$ cat config.mk
export PLATFORM = sky130hd
export DESIGN_NAME = sample_acquisition_az
export DESIGN_NICKNAME = d
export VERILOG_FILES = /design/src/rtl/sa_pkg.sv /design/src/rtl/sa_down_counter.sv /design/src/rtl/sample_acquisition_az.sv
export SDC_FILE = /design/constraint.sdc
export NUM_CORES = 1
export LEC_CHECK = 0
export CAP_MARGIN = 15
export CORE_MARGIN = 2
export CORE_UTILIZATION = 45
export DETAILED_ROUTE_END_ITERATION = 10
export PLACE_DENSITY = 0.82
export SLEW_MARGIN = 15
export SYNTH_ARGS = -nofsm -noshare
export SYNTH_HDL_FRONTEND = slang
export SYNTH_SLANG_ARGS = --single-unit
export TNS_END_PERCENT = 10
$ cat constraint.sdc
create_clock -name clk -period 4.5 [get_ports clk]
set_input_delay 0.9 -clock clk [delete_from_list [all_inputs] [get_ports clk]]
set_output_delay 0.9 -clock clk [all_outputs]
set_load 0.1 [all_outputs]
$ cat src/rtl/sa_pkg.sv
// Shared state encodings and status layout for the autozero sample-acquisition sequencer.
// These values are also decoded by register_set.
package sa_pkg;

    typedef enum logic [2:0] {
        StIdle     = 3'd0,
        StPcHi     = 3'd1,
        StSampleHi = 3'd2,
        StPcLo     = 3'd3,
        StSampleLo = 3'd4
    } sa_state_e;

    localparam int unsigned StatusStateLsb = 0;
    localparam int unsigned StatusStateMsb = 2;
    localparam int unsigned StatusPhaseBit = 3;
    localparam int unsigned StatusArmBit   = 4;

    function automatic logic is_hi_phase(input sa_state_e st);
        return (st == StPcHi) || (st == StSampleHi);
    endfunction

    function automatic logic is_pc_state(input sa_state_e st);
        return (st == StPcHi) || (st == StPcLo);
    endfunction

    function automatic logic is_sample_state(input sa_state_e st);
        return (st == StSampleHi) || (st == StSampleLo);
    endfunction

endpackage

$ cat src/rtl/sa_down_counter.sv
// Precharge duration counter: loads a count, steps down to 1 without wrapping,
// and flags done once the count is at or below 1 (so a count of 0 behaves as 1).
module sa_down_counter #(
    parameter int unsigned CNT_W = 24
) (
    input  logic             clk,
    input  logic             reset,
    input  logic             load_i,
    input  logic             en_i,
    input  logic [CNT_W-1:0] load_val_i,
    output logic             done_o
);

    logic [CNT_W-1:0] cnt_q, cnt_d;

    always_comb begin
        cnt_d = cnt_q;
        if (load_i) begin
            cnt_d = load_val_i;
        end else if (en_i && (cnt_q > CNT_W'(1))) begin
            cnt_d = cnt_q - CNT_W'(1);
        end
    end

    always_ff @(posedge clk) begin
        if (reset) begin
            cnt_q <= '0;
        end else begin
            cnt_q <= cnt_d;
        end
    end

    assign done_o = (cnt_q <= CNT_W'(1));

endmodule

$ cat src/rtl/sample_acquisition_az.sv
// Autozero sample-acquisition sequencer: precharge, ADC trigger, wait for valid, optional HI/LO
// alternation. Define SA_AZ_SAMPLE_COUNT_EN to add the 32-bit sample_count_o output.
module sample_acquisition_az
    import sa_pkg::*;
#(
    parameter int unsigned CNT_W   = 24,
    parameter int unsigned AZMUX_W = 4,
    parameter int unsigned NPC     = 2
) (
    input  logic               clk,
    input  logic               reset,
    input  logic               arm_i,
    input  logic               p_az_en_i,
    input  logic [CNT_W-1:0]   p_clk_count_precharge_i,
    input  logic [AZMUX_W-1:0] p_azmux_hi_i,
    input  logic [AZMUX_W-1:0] p_azmux_lo_i,
    input  logic [NPC-1:0]     p_pc_sel_i,
    input  logic               adc_valid_i,
    output logic               adc_trig_o,
    output logic [AZMUX_W-1:0] azmux_o,
    output logic [NPC-1:0]     pc_sw_o,
    output logic               sample_done_o,
    output logic               az_phase_o,
    output logic [7:0]         status_o
`ifdef SA_AZ_SAMPLE_COUNT_EN
    ,
    output logic [31:0]        sample_count_o
`endif
);

    sa_state_e          state_q, state_d;
    logic               adc_trig_q, adc_trig_d;
    logic [AZMUX_W-1:0] azmux_q, azmux_d;
    logic [NPC-1:0]     pc_sw_q, pc_sw_d;
    logic               done_q, done_d;
    logic               az_phase_q, az_phase_d;
    logic               az_en_q, az_en_d;
    logic [7:0]         status_q, status_d;
    logic               cnt_load, cnt_en, cnt_done;
    logic               valid_ok, entering;

    sa_down_counter #(
        .CNT_W(CNT_W)
    ) u_pc_counter (
        .clk        (clk),
        .reset      (reset),
        .load_i     (cnt_load),
        .en_i       (cnt_en),
        .load_val_i (p_clk_count_precharge_i),
        .done_o     (cnt_done)
    );

    always_comb begin
        state_d  = state_q;
        cnt_en   = 1'b0;
        // A valid coinciding with the trigger cycle belongs to no conversion of ours.
        valid_ok = adc_valid_i && !adc_trig_q;
        unique case (state_q)
            StIdle:     if (arm_i) state_d = StPcHi;
            StPcHi: begin
                cnt_en = 1'b1;
                if (cnt_done) state_d = StSampleHi;
            end
            StSampleHi: if (valid_ok) state_d = az_en_q ? StPcLo : StPcHi;
            StPcLo: begin
                cnt_en = 1'b1;
                if (cnt_done) state_d = StSampleLo;
            end
            StSampleLo: if (valid_ok) state_d = StPcHi;
            default:    state_d = StIdle;
        endcase
        if (!arm_i) state_d = StIdle;

        entering   = (state_d != state_q);
        cnt_load   = is_pc_state(state_d) && entering;
        adc_trig_d = is_sample_state(state_d) && entering;
        done_d     = is_sample_state(state_q) && is_pc_state(state_d);
        az_phase_d = done_d ? (state_q == StSampleHi) : az_phase_q;
        az_en_d    = (state_d == StSampleHi && entering) ? p_az_en_i : az_en_q;

        azmux_d = azmux_q;
        pc_sw_d = '0;
        unique case (state_d)
            StIdle:     azmux_d = p_azmux_lo_i;
            StPcHi:     if (entering) azmux_d = p_azmux_hi_i;
            StPcLo:     if (entering) azmux_d = p_azmux_lo_i;
            StSampleHi,
            StSampleLo: pc_sw_d = entering ? p_pc_sel_i : pc_sw_q;
            default:    azmux_d = azmux_q;
        endcase

        status_d = {3'b000, arm_i, is_hi_phase(state_d), state_d};
    end

    always_ff @(posedge clk) begin
        if (reset) begin
            state_q    <= StIdle;
            adc_trig_q <= 1'b0;
            azmux_q    <= '0;
            pc_sw_q    <= '0;
            done_q     <= 1'b0;
            az_phase_q <= 1'b0;
            az_en_q    <= 1'b0;
            status_q   <= '0;
        end else begin
            state_q    <= state_d;
            adc_trig_q <= adc_trig_d;
            azmux_q    <= azmux_d;
            pc_sw_q    <= pc_sw_d;
            done_q     <= done_d;
            az_phase_q <= az_phase_d;
            az_en_q    <= az_en_d;
            status_q   <= status_d;
        end
    end

    assign adc_trig_o    = adc_trig_q;
    assign azmux_o       = azmux_q;
    assign pc_sw_o       = pc_sw_q;
    assign sample_done_o = done_q;
    assign az_phase_o    = az_phase_q;
    assign status_o      = status_q;

`ifdef SA_AZ_SAMPLE_COUNT_EN
    logic [31:0] sample_count_q, sample_count_d;

    always_comb begin
        sample_count_d = sample_count_q;
        if (state_d == StIdle) begin
            sample_count_d = '0;
        end else if (done_d) begin
            sample_count_d = sample_count_q + 32'd1;
        end
    end

    always_ff @(posedge clk) begin
        if (reset) begin
            sample_count_q <= '0;
        end else begin
            sample_count_q <= sample_count_d;
        end
    end

    assign sample_count_o = sample_count_q;
`endif

endmodule

== Word-level counts from Yosys, hierarchy flattened ==
Index checks and enable logic that the tools add are counted.
Operators by class
  $mul: 0
  shift operators: 0
  add/sub/neg operators: 1
  bitwise gates (word level): 1
  reduce and logical (&&, ||, !) cells: 19
  equal/unequal tests: 11
  multiplexer cells: 13
  order comparisons: 2
  div/mod/pow operators: 0
Operators by type and width (number)
  two-way mux 24 bit: 2
  > comparator 24 x 1 -> 1 bit (second input constant): 1
  less-or-equal comparator 24 x 1 -> 1 bit (second input constant): 1
  subtractor 24 x 1 -> 24 bit (second input constant): 1
  two-way mux 3 bit: 5
  one-hot mux 3 bit (5 select lines): 1
  equality test 3 x 2 -> 1 bit (second input constant): 4
  one-hot mux 4 bit (3 select lines): 1
  two-way mux 4 bit: 2
  equality test 3 x 1 -> 1 bit (second input constant): 2
  equality test 3 bit (second input constant): 2
  logical AND 1 bit: 6
  zero test 3 bit: 2
  OR reduction 2 bit: 3
  logical OR 1 bit: 4
  inequality test 2 bit (second input constant): 2
  inequality test 3 bit: 1
  AND reduction 3 bit: 1
  nonzero test 3 bit: 1
  two-way mux 2 bit: 1
  nonzero test 2 bit: 1
  zero test 1 bit: 1
  two-way mux 1 bit: 1
  NOT 1 bit: 1
Word-level totals
  register bits after elaboration: 45
  memories kept: 0
  word-level logic and storage cells: 57
  latch bits: 0
  memory bits (read-only): 0
  bits in writable memories: 0
  bits of input ports: 39
  output and inout port bits: 17

== Depth between registers and ports, before layout ==
Gate-level depths: netlist (run 1).
  depth after elaboration: 9
  depth in mapped cells: 10
  gate-level depth less buffers: 9

== Hierarchy ==
A second synthesis (run 1) with hierarchy kept.
Unflattened totals
  cell total of the unflattened synthesis: 287
  area, all modules: 2509.9 um^2
Modules (own cells, without submodules)
  sa_down_counter: seq. area each 480.5 um^2, cells each 185, area each 1626.6 um^2, instances 1
  sample_acquisition_az: seq. area each 300.3 um^2, cells each 102, area each 883.3 um^2, instances 1

== Least setup slack after synthesis (run 1) ==
Ideal clock, no wire load.
  path kind: register to register
  start: reg state_q[0]
  end: reg u_pc_counter.cnt_q[22]
  data required time: 4.430 ns
  path buffers: 0
  library setup time: 0.070 ns
  setup slack: 1.865 ns
  arrival time: 2.564 ns
  stages on the path, launching flop included: 7
  clock period less this slack: 2.635 ns
  path through: dfxtp_1 nand2b_1 a21oi_2 nand3_1 nor4_1 mux2_2 a21oi_1
On the way
  cells in the longest elaborated chain, start to end: 7
  elaborated cells between the ends (all ways): 21
  classes of those cells: eq/ne (7); mux (8); reduce/logical (6)
Ends and longest elaborated chain
  start: declaration: RTL line sample_acquisition_az.sv:31  | sa_state_e state_q, state_d;
  start signal: assignment: RTL line sample_acquisition_az.sv:97  | state_q <= StIdle;
  start signal: assignment: RTL line sample_acquisition_az.sv:106  | state_q <= state_d;
  equality test 3 bit (tied with other cells): RTL line sample_acquisition_az.sv:58  | unique case (state_q)
  one-hot mux 3 bit (5 select lines): RTL line sample_acquisition_az.sv:58
  two-way mux 3 bit: RTL line sample_acquisition_az.sv:72  | if (!arm_i) state_d = StIdle;
  equality test 3 x 1 -> 1 bit / equality test 3 x 2 -> 1 bit (equally long branches): RTL line sa_pkg.sv:23  | return (st == StPcHi) || (st == StPcLo);
  logical OR 1 bit: RTL line sa_pkg.sv:23
  logical AND 1 bit: RTL line sample_acquisition_az.sv:75  | cnt_load = is_pc_state(state_d) && entering;
  two-way mux 24 bit / nonzero test 2 bit (equally long branches)
  end signal: assignment: RTL line sa_down_counter.sv:29  | cnt_q <= cnt_d;
  end: declaration: RTL line sa_down_counter.sv:14  | logic [CNT_W-1:0] cnt_q, cnt_d;
Parallel ways exist; a longest one is shown, timed or not.
A chain may end at the register's enable or synchronous reset.

==> flow_summary.json, run 1 <==
{
  "slew_headroom_pct": 33.63,
  "die-area_sq_mm": 0.005295,
  "regArea_sq_um": 780.7,
  "syn_area_sq_mm": 0.002128,
  "start_kind": "register",
  "grt_pass1_vias": 1763,
  "synth_seq_cells": 39,
  "vias": 1852,
  "crit_chain": "clkdlybuf4s50_1",
  "die_height_um": 72.77,
  "startpoint": "state_q[1]",
  "initial_core_util_pct": 45.97,
  "final_common_cell": "clkdlybuf4s50_1",
  "critPathKind": "register to output port",
  "max-clock-path-buffers": 2,
  "yosys-top-cells-area": "dfxtp_1 37%, a211oi_1 8.1%, nor2_1 7.8%",
  "path_buf_inv": 1,
  "synth_cell_types": 45,
  "grt_use_total_pct": 18.81,
  "cp-endpoint": "status_o[1]",
  "cts-resized-gates": 0,
  "hp-class": "register to register",
  "routed_wirelength_um": 4704,
  "fin_crit_ps": 3011,
  "p_comb_share_pct": 22.8,
  "finalSetupViolCount": 0,
  "dp.cells": 343,
  "clk_pin_slew_ps": 80,
  "slowest_stage": "clkdlybuf4s50_1",
  "cts_tree": "done",
  "final-hold-violation-count": 0,
  "ys_seq_area_share_pct": 36.68,
  "ir_drop_mv": 0.2233,
  "die_x_um": 72.77,
  "clkSinkCount": 39,
  "fin_cells": 351,
  "cp-end-kind": "output port",
  "drv_cap": 0,
  "crit_arrival_ps": 2110,
  "rows": 25,
  "fin_nets": 337,
  "syn-instance-count": 248,
  "sw_frac_of_total_pct": 29.04,
  "route.detailed.drc": 0,
  "core_area_sq_mm": 0.004629,
  "clk_latency_ps": 300,
  "power.internal_uw": 680.2,
  "grt_max_degree": 44,
  "h-tree-depth": 2,
  "routedWlPerCell_um": 13.40,
  "outcome": "completed",
  "p_seq_share_pct": 40.6,
  "async_flop_share_pct": 0,
  "power.switching_uw": 278.3,
  "synth_top_area_share_pct": 36.68,
  "worstSetupPathDepth": 1,
  "final_cell_mix": "52 x clkdlybuf4s50_1, 44 x nor2_1, 39 x dfxtp_1",
  "tightestPinTransition_ps": 992.5,
  "synth_edf_count": 0,
  "drt_iter0_drc": 99,
  "grt-ovfl-total": 0,
  "cts_hold_buffers": 0,
  "cts_buffers": 5,
  "powerDensity_mw_per_mm2": 341.5,
  "ctsRootBufferMaster": "clkbuf_8",
  "timing.rr.end": "azmux_o[0]",
  "r2r_cells": 7,
  "drt-pass1-iter-count": 4,
  "area_growth_pct": 31.86,
  "gp_congestion": 0.8630,
  "cp.required_ps": 3600,
  "p_clk_share_pct": 36.6,
  "power.leakage_uw": 0.001008,
  "yosys_warnings": 0,
  "synth.avg_cell_area_sq_um": 8.582,
  "rr_startpoint": "u_pc_counter.cnt_q[4]",
  "worstPathMaxFanout": 12,
  "vias_per_cell": 5.276,
  "io_buffers": 52,
  "r2r_setup_slack_ps": 1680,
  "grt_pass1_wl_um": 7852,
  "dp_hpwl_um": 3366,
  "setup_tns_ps": 0,
  "final_antenna_net_count": 0,
  "fmax_ghz": 0.3321,
  "fin_skew_ps": 7.490,
  "post_cts_buffers": 0,
  "critPathTopFamily": "buffers and inverters",
  "critPathMaxStageDelay_ps": 1220,
  "multi_input_area_sq_mm": 0.001271,
  "n_antenna_cell": 0,
  "grt_antenna_before_repair": 0,
  "synthFlopType": "dfxtp_1",
  "nFillCells": 417,
  "drive_above_1_share_pct": 9.091,
  "io_pins": 56,
  "post-route-period-util_pct": 66.91,
  "synth_top_cell_by_area": "dfxtp_1",
  "maxSlewViolCount": 0,
  "rsz0062_at_grt": "false"
}
## cells in the mapped netlist, drive strengths merged (3+ instances only)
cell type and number:
or3 3, or2 5, a21oi 10, nor4 7
o21ai 5, o211ai 5, xor2 10, clkbuf 11
nand3b 3, inv 4, and2 5, nand2 17
nand3 5, a211oi 23, or4 5, nor2b 4
mux2i 7, dfxtp 39, xnor2 8, nor2 44
buf 4, nor3 3, nand2b 4
## worst min path at each step
stage / cells after the start / slack (ps) / start / end
2_1_floorplan: 2 / 460 / az_en_q / az_en_q
3_3_place_gp: 2 / 460 / az_phase_o / az_phase_o
3_5_place_dp: 2 / 470 / az_phase_o / az_phase_o
4_1_cts: 2 / 490 / az_phase_o / az_phase_o
5_1_grt: 2 / 510 / az_phase_o / az_phase_o
6_report: 2 / 490 / az_phase_o / az_phase_o
## cells by family (layout without fill, tap and decap cells)
| family | Yosys count | in the layout | synth area share, % |
|---|---|---|---|
| AO/OA/AOI/OAI | 54 | 54 | 19.52 |
| XOR/XNOR | 18 | 18 | 7.407 |
| adder cells (fa/ha/maj) | 2 | 2 | 1.176 |
| buffers and inverters | 19 | 66 | 3.938 |
| flip-flops | 39 | 39 | 36.68 |
| multiplexers | 8 | 8 | 3.821 |
| other | 1 | 3 | 0.1762 |
| AND/OR/NAND/NOR | 107 | 107 | 27.28 |
## sequential cells by signal (all words and copies together), names as in the netlist
register,count
az_en_q,1
azmux_o,4
pc_sw_o,2
u_pc_counter.cnt_q,24
status_o,3
adc_trig_o,1
sample_done_o,1
az_phase_o,1
state_q,2
## power by group through the flow
| stage | Sequential, uW | Combinational [uW] | Clock [uW] |
|---|---|---|---|
| global placement | 396 | 215 | 0 |
| global route | 393 | 236 | 371 |
| detailed placement | 396 | 218 | 0 |
| finish | 389 | 218 | 351 |
| floorplan | 426 | 125 | 0 |
| CTS | 389 | 219 | 358 |
## layer usage
layer / global-route usage (%) / vias up / part of all wire (%)
li1: - / 971 / -
met1: 24.59 / 830 / 47
met2: 28.59 / 46 / 46
met3: 5.525 / 5 / 6.1
met4: 8.642 / 0 / 1.1
met5: 0 / - / 0
## per-stage QoR
step	power, uW	utilization, %	hold slack, ps	setup WS, ps	area [sq um]
finish	958.5	60.62	494.3	1489	2806
global placement	610.8	57.68	459.4	1461	2670
floorplan	550.4	-	463.8	1865	2136
detailed placement	613.6	57.68	472.1	1367	2670
CTS	965.8	60.62	487.8	1489	2806
global route	999.6	60.62	506.4	1453	2806
## final cells by class
class	count	share of cell area, %
multi-input combinational	192	45.30
sequential	39	27.82
timing repair buffer	54	19.08
clock buffer	5	2.452
clock inverter	3	2.407
tap	54	2.407
inverter	4	0.5350
Power figures use the tool's default switching activity.
==> run 2: changes to the inputs <==
- clock period: 4.5 -> 2.8 ns (I/O delays scaled with it)
==> run 2 against run 1 <==
Compared with the run above: clock power is 61% higher; non-clock buffer count is 6 higher; first-iteration DRC count is 13% lower; global-route usage is 0.14 points higher; cell count is 1.7% higher; register-to-register slack worse by 1600 ps; hold slack worse by 20 ps; design area is 1.5% higher; critical path type is now register to register; largest cell class unchanged; highest routed layer unchanged.
==> flow_summary.json, run 2 (synthesis gave the netlist of run 1 again) <==
{
  "vias_per_cell": 5.384,
  "drive_above_1_share_pct": 16.17,
  "clk_pin_slew_ps": 80,
  "final-hold-violation-count": 0,
  "start_kind": "register",
  "final_common_cell": "nor2_1",
  "rsz0062_at_grt": "true",
  "io_buffers": 52,
  "powerDensity_mw_per_mm2": 547.9,
  "power.leakage_uw": 0.001080,
  "fin_util_pct": 61.51,
  "crit_arrival_ps": 2940,
  "finalSetupViolCount": 0,
  "final_antenna_net_count": 0,
  "fin_nets": 343,
  "worstPathMaxFanout": 8,
  "regArea_sq_um": 780.7,
  "cp.required_ps": 3020,
  "rows": 25,
  "io_pins": 56,
  "critPathKind": "register to register",
  "cp-end-kind": "register",
  "hp-class": "register to register",
  "dp_hpwl_um": 3526,
  "h-tree-depth": 2,
  "multi_input_area_sq_mm": 0.001303,
  "ctsRootBufferMaster": "clkbuf_8",
  "vias": 1922,
  "final_cell_mix": "44 x nor2_1, 39 x dfxtp_1, 38 x clkdlybuf4s50_1",
  "timing.rr.end": "azmux_o[3]",
  "regMostFlops": "u_pc_counter.cnt_q",
  "drt-pass1-iter-count": 4,
  "n_antenna_cell": 0,
  "ir_drop_mv": 0.2392,
  "startpoint": "u_pc_counter.cnt_q[11]",
  "fin_skew_ps": 7.019,
  "grt_antenna_before_repair": 0,
  "die_height_um": 72.77,
  "die_x_um": 72.77,
  "max-clock-path-buffers": 2,
  "cp-endpoint": "azmux_o[3]",
  "r2r_setup_slack_ps": 80,
  "cts_tree": "done",
  "largest_register_ff_count": 24,
  "grt_max_degree": 22,
  "cts_hold_buffers": 0,
  "fin_crit_ps": 2720,
  "grt-ovfl-total": 0,
  "grt_pass1_vias": 1786,
  "routed_wirelength_um": 4937,
  "die-area_sq_mm": 0.005295,
  "area_growth_pct": 33.80,
  "grt_pass1_wl_um": 7962,
  "worstHoldPathCells": 2,
  "clk_latency_ps": 300,
  "finalPower_uw": 1560,
  "maxSlewViolCount": 0,
  "rr_startpoint": "u_pc_counter.cnt_q[11]",
  "nFillCells": 384,
  "slew_headroom_pct": 56.82,
  "fmax_ghz": 0.3677,
  "cts_buffers": 5,
  "clkSinkCount": 39,
  "core_area_sq_mm": 0.004629,
  "drt_iter0_drc": 86,
  "grt_use_total_pct": 18.96,
  "initial_core_util_pct": 45.97,
  "routedWlPerCell_um": 13.83,
  "post-route-period-util_pct": 97.14,
  "outcome": "completed",
  "route.detailed.drc": 0,
  "drv_cap": 0,
  "setup_tns_ps": 0,
  "gp_congestion": 0.8665,
  "tightestPinTransition_ps": 645.7,
  "r2r_cells": 7
}
-- run 2: changes by cell type in the layout (fill, tap and decap cells not counted), sizes merged --
cell / change
buf: +20
clkdlybuf4s50: -14
-- run 2: timing repair --
action / in CTS / in global routing
setup buffers: 0 / 1
gates resized for setup: 0 / 5
endpoints found under the setup margin: 0 / 6
-- run 2: through the flow --
step           cell area, sq um  setup WS (ps)  std cells  hold WS, ps
2_1_floorplan              2136          165.1        250        463.8
3_3_place_gp               2673          127.7        348        458.0
3_5_place_dp               2673          67.75        348        463.3
4_1_cts                    2809          37.45        356        477.9
5_1_grt                    2848         -24.22        357        526.5
6_report                   2848          80.11        357        474.4
-- run 2: worst max-delay path, cell delays in order, from the launching register on --
cell,delay (ps)
dfxtp_1,340
or4_4,600
or4_4,620
o2111ai_4,240
nand3_4,130
a221oi_4,420
nor2_1,80
a211oi_1,220
-- run 2: cell type report --
cell class              count  share of cell area [%]
inverters                   4                  0.5272
well taps                  54                   2.373
flip-flops and latches     39                   27.42
repair buffers             60                   19.16
multi-input cells         192                   45.74
clock buffers               5                   2.417
clock inverters             3                   2.373
-- run 2: where the power goes --
group / internal, uW / switching [uW]
Sequential: 592 / 33.1
Combinational: 153 / 218
Clock: 355 / 210
Total: 1100 / 460
-- run 2: metal layers --
metal / GRT usage (%) / vias to the layer above / share of wire (%)
li1: - / 982 / -
met3: 4.972 / 6 / 5.5
met4: 5.556 / 0 / 1.1
met2: 32.63 / 49 / 48
met5: 0 / - / 0
met1: 23.22 / 885 / 45
-- run 2: worst min path at each step --
stage                          start         end  slack [ps]
after detailed placement  az_phase_o  az_phase_o         460
after global placement    az_phase_o  az_phase_o         460
after global routing      az_phase_o  az_phase_o         530
after floorplan              az_en_q     az_en_q         460
final                     az_phase_o  az_phase_o         470
after CTS                 az_phase_o  az_phase_o         480
==> run 3: changes to the inputs <==
- GPL_ROUTABILITY_DRIVEN: default -> 0
==> results of run 3 <==
Same layout as run 2: the final DEF is identical, and so are final timing and power.
